`src/rtl/unidade_busca.sv`:
```
// unidade_busca: instruction fetch stage with imem req/ack, decode valid/ready and redirect squash
module unidade_busca #(
  parameter logic [31:0] PC_RESET = 32'h0000_0000
) (
  input  logic        clk,
  input  logic        rst_n,
  output logic        imem_req,
  output logic [31:0] imem_addr,
  input  logic        imem_ack,
  input  logic [31:0] imem_rdata,
  output logic [31:0] instr,
  output logic [31:0] instr_pc,
  output logic [31:0] pc_plus4,
  output logic        instr_valid,
  input  logic        instr_ready,
  input  logic        redirect,
  input  logic [31:0] redirect_pc
);
  typedef enum logic [1:0] {ISSUE, HOLD, DRAIN} state_t;
  state_t state;
  logic [31:0] pc, target, rpc;
  assign rpc = redirect_pc & ~32'h3;
  // pc only moves when no request is outstanding, so it doubles as the fetch address
  assign imem_addr = pc;
  always_ff @(posedge clk or negedge rst_n) begin
    if (!rst_n) begin
      state       <= ISSUE;
      pc          <= PC_RESET;
      target      <= '0;
      imem_req    <= 1'b0;
      instr       <= '0;
      instr_pc    <= '0;
      pc_plus4    <= '0;
      instr_valid <= 1'b0;
    end else begin
      case (state)
        ISSUE: begin
          if (!imem_req) begin
            imem_req <= 1'b1;
            if (redirect) pc <= rpc;
          end else if (imem_ack) begin
            if (redirect) pc <= rpc;
            else begin
              instr       <= imem_rdata;
              instr_pc    <= pc;
              pc_plus4    <= pc + 32'd4;
              instr_valid <= 1'b1;
              pc          <= pc + 32'd4;
              imem_req    <= 1'b0;
              state       <= HOLD;
            end
          end else if (redirect) begin
            target <= rpc;
            state  <= DRAIN;
          end
        end
        HOLD: begin
          if (redirect || instr_ready) begin
            instr_valid <= 1'b0;
            imem_req    <= 1'b1;
            state       <= ISSUE;
            if (redirect) pc <= rpc;
          end
        end
        DRAIN: begin
          if (imem_ack) begin
            pc    <= redirect ? rpc : target;
            state <= ISSUE;
          end else if (redirect) target <= rpc;
        end
        default: state <= ISSUE;
      endcase
    end
  end
endmodule
```
`config.mk`:
```
export PLATFORM = sky130hd
export DESIGN_NAME = unidade_busca
export DESIGN_NICKNAME = d
export VERILOG_FILES = /design/src/rtl/unidade_busca.sv
export SDC_FILE = /design/constraint.sdc
export NUM_CORES = 1
export LEC_CHECK = 0
export CAP_MARGIN = 20
export CORE_ASPECT_RATIO = 1.75
export CORE_MARGIN = 2
export CORE_UTILIZATION = 64
export DETAILED_ROUTE_END_ITERATION = 10
export DONT_BUFFER_PORTS = 1
export PLACE_DENSITY = 0.86
export SLEW_MARGIN = 30
export SYNTH_ARGS = -nofsm -noshare
export SYNTH_HDL_FRONTEND = slang
export SYNTH_SLANG_ARGS = --single-unit
```
`constraint.sdc`:
```
create_clock -name clk -period 3 [get_ports clk]
set_input_delay 0.6 -clock clk [delete_from_list [all_inputs] [get_ports clk]]
set_output_delay 0.6 -clock clk [all_outputs]
set_load 0.01 [all_outputs]
```
==> results of run 1 <==
==> power by group through the flow <==
stage | clock network, mW | registers (mW) | logic [mW]
2_1_floorplan | 0 | 4.10 | 3.19
3_3_place_gp | 0 | 4.43 | 3.71
3_5_place_dp | 0 | 4.48 | 3.84
4_1_cts | 2.16 | 4.44 | 3.89
5_1_grt | 2.25 | 4.56 | 4.38
6_report | 2.13 | 4.45 | 3.95
==> final cells by class <==
| cell class | instances | area, µm² | area share |
|---|---|---|---|
| clock buffer | 17 | 425.4 | 0.04635 |
| tap | 174 | 217.7 | 0.02372 |
| sequential | 162 | 4054 | 0.4417 |
| inverter | 16 | 60.06 | 0.006544 |
| clock inverter | 15 | 165.2 | 0.01800 |
| multi-input combinational | 684 | 3983 | 0.4339 |
| timing repair buffer | 33 | 272.8 | 0.02972 |
==> flip-flops by register name, summed over array words and instances (netlist names) <==
register and flops:
instr 32, pc_plus4 30, instr_valid 1, imem_req 1, state 2, imem_addr 32
instr_pc 32, target 32
==> layer usage <==
| layer | part of all wire | track usage | vias up |
|---|---|---|---|
| met5 | 0 | 0 | - |
| met4 | 0.054 | 0.1840 | 0 |
| met3 | 0.099 | 0.08138 | 99 |
| met2 | 0.47 | 0.5112 | 470 |
| met1 | 0.38 | 0.3947 | 3348 |
| li1 | - | - | 3234 |
==> cells by family (layout without fill, tap and decap cells) <==
kind of cell,after synthesis,count (layout)
simple gates,401,401
compound gates,212,212
flops,162,162
buf+inv,100,81
mux,38,38
xor+xnor,28,28
fa+ha+maj,5,5
==> placed cells by master, fill, tap and decap left out, types with 6 or more instances in the layout <==
| master | n |
|---|---|
| clkbuf_16 | 17 |
| a21oi_1 | 19 |
| and2_1 | 9 |
| nand2b_1 | 8 |
| nor2b_1 | 17 |
| o2bb2ai_1 | 6 |
| xor2_1 | 10 |
| nand3_1 | 21 |
| o22ai_1 | 6 |
| mux2_2 | 33 |
| a21boi_0 | 6 |
| nand2_1 | 248 |
| nor2_1 | 36 |
| buf_4 | 31 |
| a31oi_1 | 7 |
| nor3_1 | 12 |
| a22oi_1 | 10 |
| a221oi_1 | 11 |
| inv_1 | 15 |
| xnor2_1 | 18 |
| o21ai_0 | 88 |
| dfrtp_1 | 162 |
| a22o_1 | 12 |
| nand4_1 | 17 |
==> through the flow <==
step                worst slack [ns]  hold slack [ns]
CTS                           0.3764          -0.1529
floorplan                     0.5039           0.3044
finish                        0.3104          -0.1470
detailed placement            0.4224           0.3091
global placement              0.4987           0.3085
global route                 0.05524          -0.1537
==> cells in the mapped netlist (all sizes together), types with 3 or more instances <==
library cell	count
nand2	248
dfrtp	162
o21ai	88
clkbuf	66
nor2	36
mux2	33
nand3	24
a21oi	19
nand4	18
xnor2	18
buf	17
nor2b	17
inv	15
nor3	13
a22o	12
a221oi	11
a22oi	10
xor2	10
and2	9
nand2b	8
a31oi	7
a21boi	6
nor4	6
o22ai	6
o2bb2ai	6
a32o	5
and4	5
ha	5
mux2i	5
or4	5
a41oi	4
o31a	4
o31ai	4
a32oi	3
and3	3
o211ai	3
o221ai	3
==> how the worst max path moves through the flow <==
stage / slack (ns) / endpoint / cells past startpoint
6_report: 0.31 / imem_addr[31]$_DFFE_PN0P_ / 8
5_1_grt: 0.06 / imem_addr[31]$_DFFE_PN0P_ / 8
4_1_cts: 0.38 / imem_addr[31]$_DFFE_PN0P_ / 8
3_5_place_dp: 0.42 / imem_addr[30]$_DFFE_PN0P_ / 8
3_3_place_gp: 0.50 / imem_addr[24]$_DFFE_PN0P_ / 6
2_1_floorplan: 0.50 / imem_addr[24]$_DFFE_PN0P_ / 7
==> run metrics, run 1 <==
post-synthesis cell count=946; Die ar.=14390 µm²; period utilization=0.8965; Avg Inst Size Synth=9.072 µm²; CTS sink cnt=162; CP endpoint kind=flip-flop; cell area after placement=8587 µm²; Clock transition at path regs=0.07 ns; worst rel slew slack=0.5885; Ant. Diodes=0; VDD IR max=0.6843 mV; Hold Crit Class=in2async; switch share=0.4409; WS Path Type=reg2reg; share of the synthesized area in the top cell type=0.4724; Layout Nets=988; post-route non-filler standard cell count=1101; Synth Warn #=0; pin count of the biggest net entering global routing=163; Die Span X=91.54 µm; area grow syn2layout=6.940%; placed cells=1069; CTS Buffer Depth=2; DIE HEIGHT=157.2 µm; Max Cap Viol=0; number of nets with antenna violations after routing=0; Net Count, Synth=1020; Slew @ Worst Pin=0.6149 ns; ranking of synthesized cells by area=dfrtp_1 (47%), nand2_1 (11%), o21ai_0 (5.1%), mux2_2 (4.3%), clkbuf_1 (2.3%); reg2reg start=state[0]$_DFFE_PN0P_; Post-Synth XOR/XNOR Area=0.02858; Combinational Power Share=0.375; Reg power frac=0.422; leak pwr=4.010 nW; status=finished, violations left; Tot GR Track Use=0.3204; Simple-Gate Fraction of Synth Area=0.2132; core area=13240 µm²; starting utilization of the core area=0.6481; PD cells=1148 nW/µm²; CTS Root Cell=clkbuf_16; clock share of power=0.202; violated checks=hold timing; RSZ-0062 raised after global routing=no; main combinational cell family by area after synthesis=simple AND/OR/NAND/NOR gates; Post-synth EDFFs=0; reg2reg setup slack=0.31 ns; worst r2r dst=imem_addr[31]$_DFFE_PN0P_; crit path from=state[0]$_DFFE_PN0P_; arrival time at the worst endpoint=2.97 ns; CTS H-tree depth=4; grt ovf=0; worst-path cell chain=inv_1 -> ha_1 -> a21oi_1 -> o211ai_1 -> buf_4 -> o22ai_1 -> a221oi_1 -> a41oi_1; crit path buf inv count=2; DR pass1 iterations=6; net switching power=4.645 mW; Worst setup SP type=flip-flop; CTS resizes=0; I/O Pins=199; vias in the first global route=7008; Fill cells=1006; adder-cell share of the synthesized area=0.007290; ys async rst share=1.000; Finish-stage setup viols=0; vias post-DR=7151; final core utilization=0.6930; Skew-Pair Late Insertion Delay=0.44 ns; Crit Path Max Fanout=25; Num CTS Buffers=17; Fin. Hold Viols=162; initial antenna violation count=0; Setup Fix Bufs, Post-CTS=0; clk_skew=0.01028 ns; P_int=5.889 mW; Worst Reg-to-Reg Cells=8; routed len/inst=20.74 µm; Critical Path Slowest Stage Cell=o211ai_1; post-DP HPWL=15940 µm; final-report max-slew violation count=0; row cnt=56; Hold WS=-0.1470 ns; Final Instance Area=9178 µm²; PortBufs=0; min Tclk post-route=2.690 ns; DR iter-0 viols=820; total power=10.53 mW; DR vias/cell=6.495; main flop type after synthesis=dfrtp_1; DRC=0; fmax=371.8 MHz; setup TNS=0 ns; mux share of post-synthesis cell area=0.04913; library cells used by synthesis=70; first-pass GRT wire length=36450 µm; Yosys top cell by area=dfrtp_1; CTS tree=yes; global placement routability congestion=0.9330; layout cell share with drive strength beyond 1=0.1262; Largest delay share family, worst path=compound AO/OA/AOI/OAI gates; crit-path max cell delay=0.52 ns; Critical Path RT=3.28 ns; Synth Register Bits=162; post-synthesis compound-gate area fraction=0.1637; drt total wl=22840 µm; register area share after synthesis=0.4724; Synth Cell Area=8582 µm²
(Power assumes the default switching activity.)
==> run 2, diff against run 1 <==
--- a/config.mk
+++ b/config.mk
@@ -5,7 +5,6 @@
 export SDC_FILE = /design/constraint.sdc
 export NUM_CORES = 1
 export LEC_CHECK = 0
-export CAP_MARGIN = 20
 export CORE_ASPECT_RATIO = 1.75
 export CORE_MARGIN = 2
 export CORE_UTILIZATION = 64
==> results of run 2 <==
The final DEF is identical to that of run 1; final timing and power are the same.
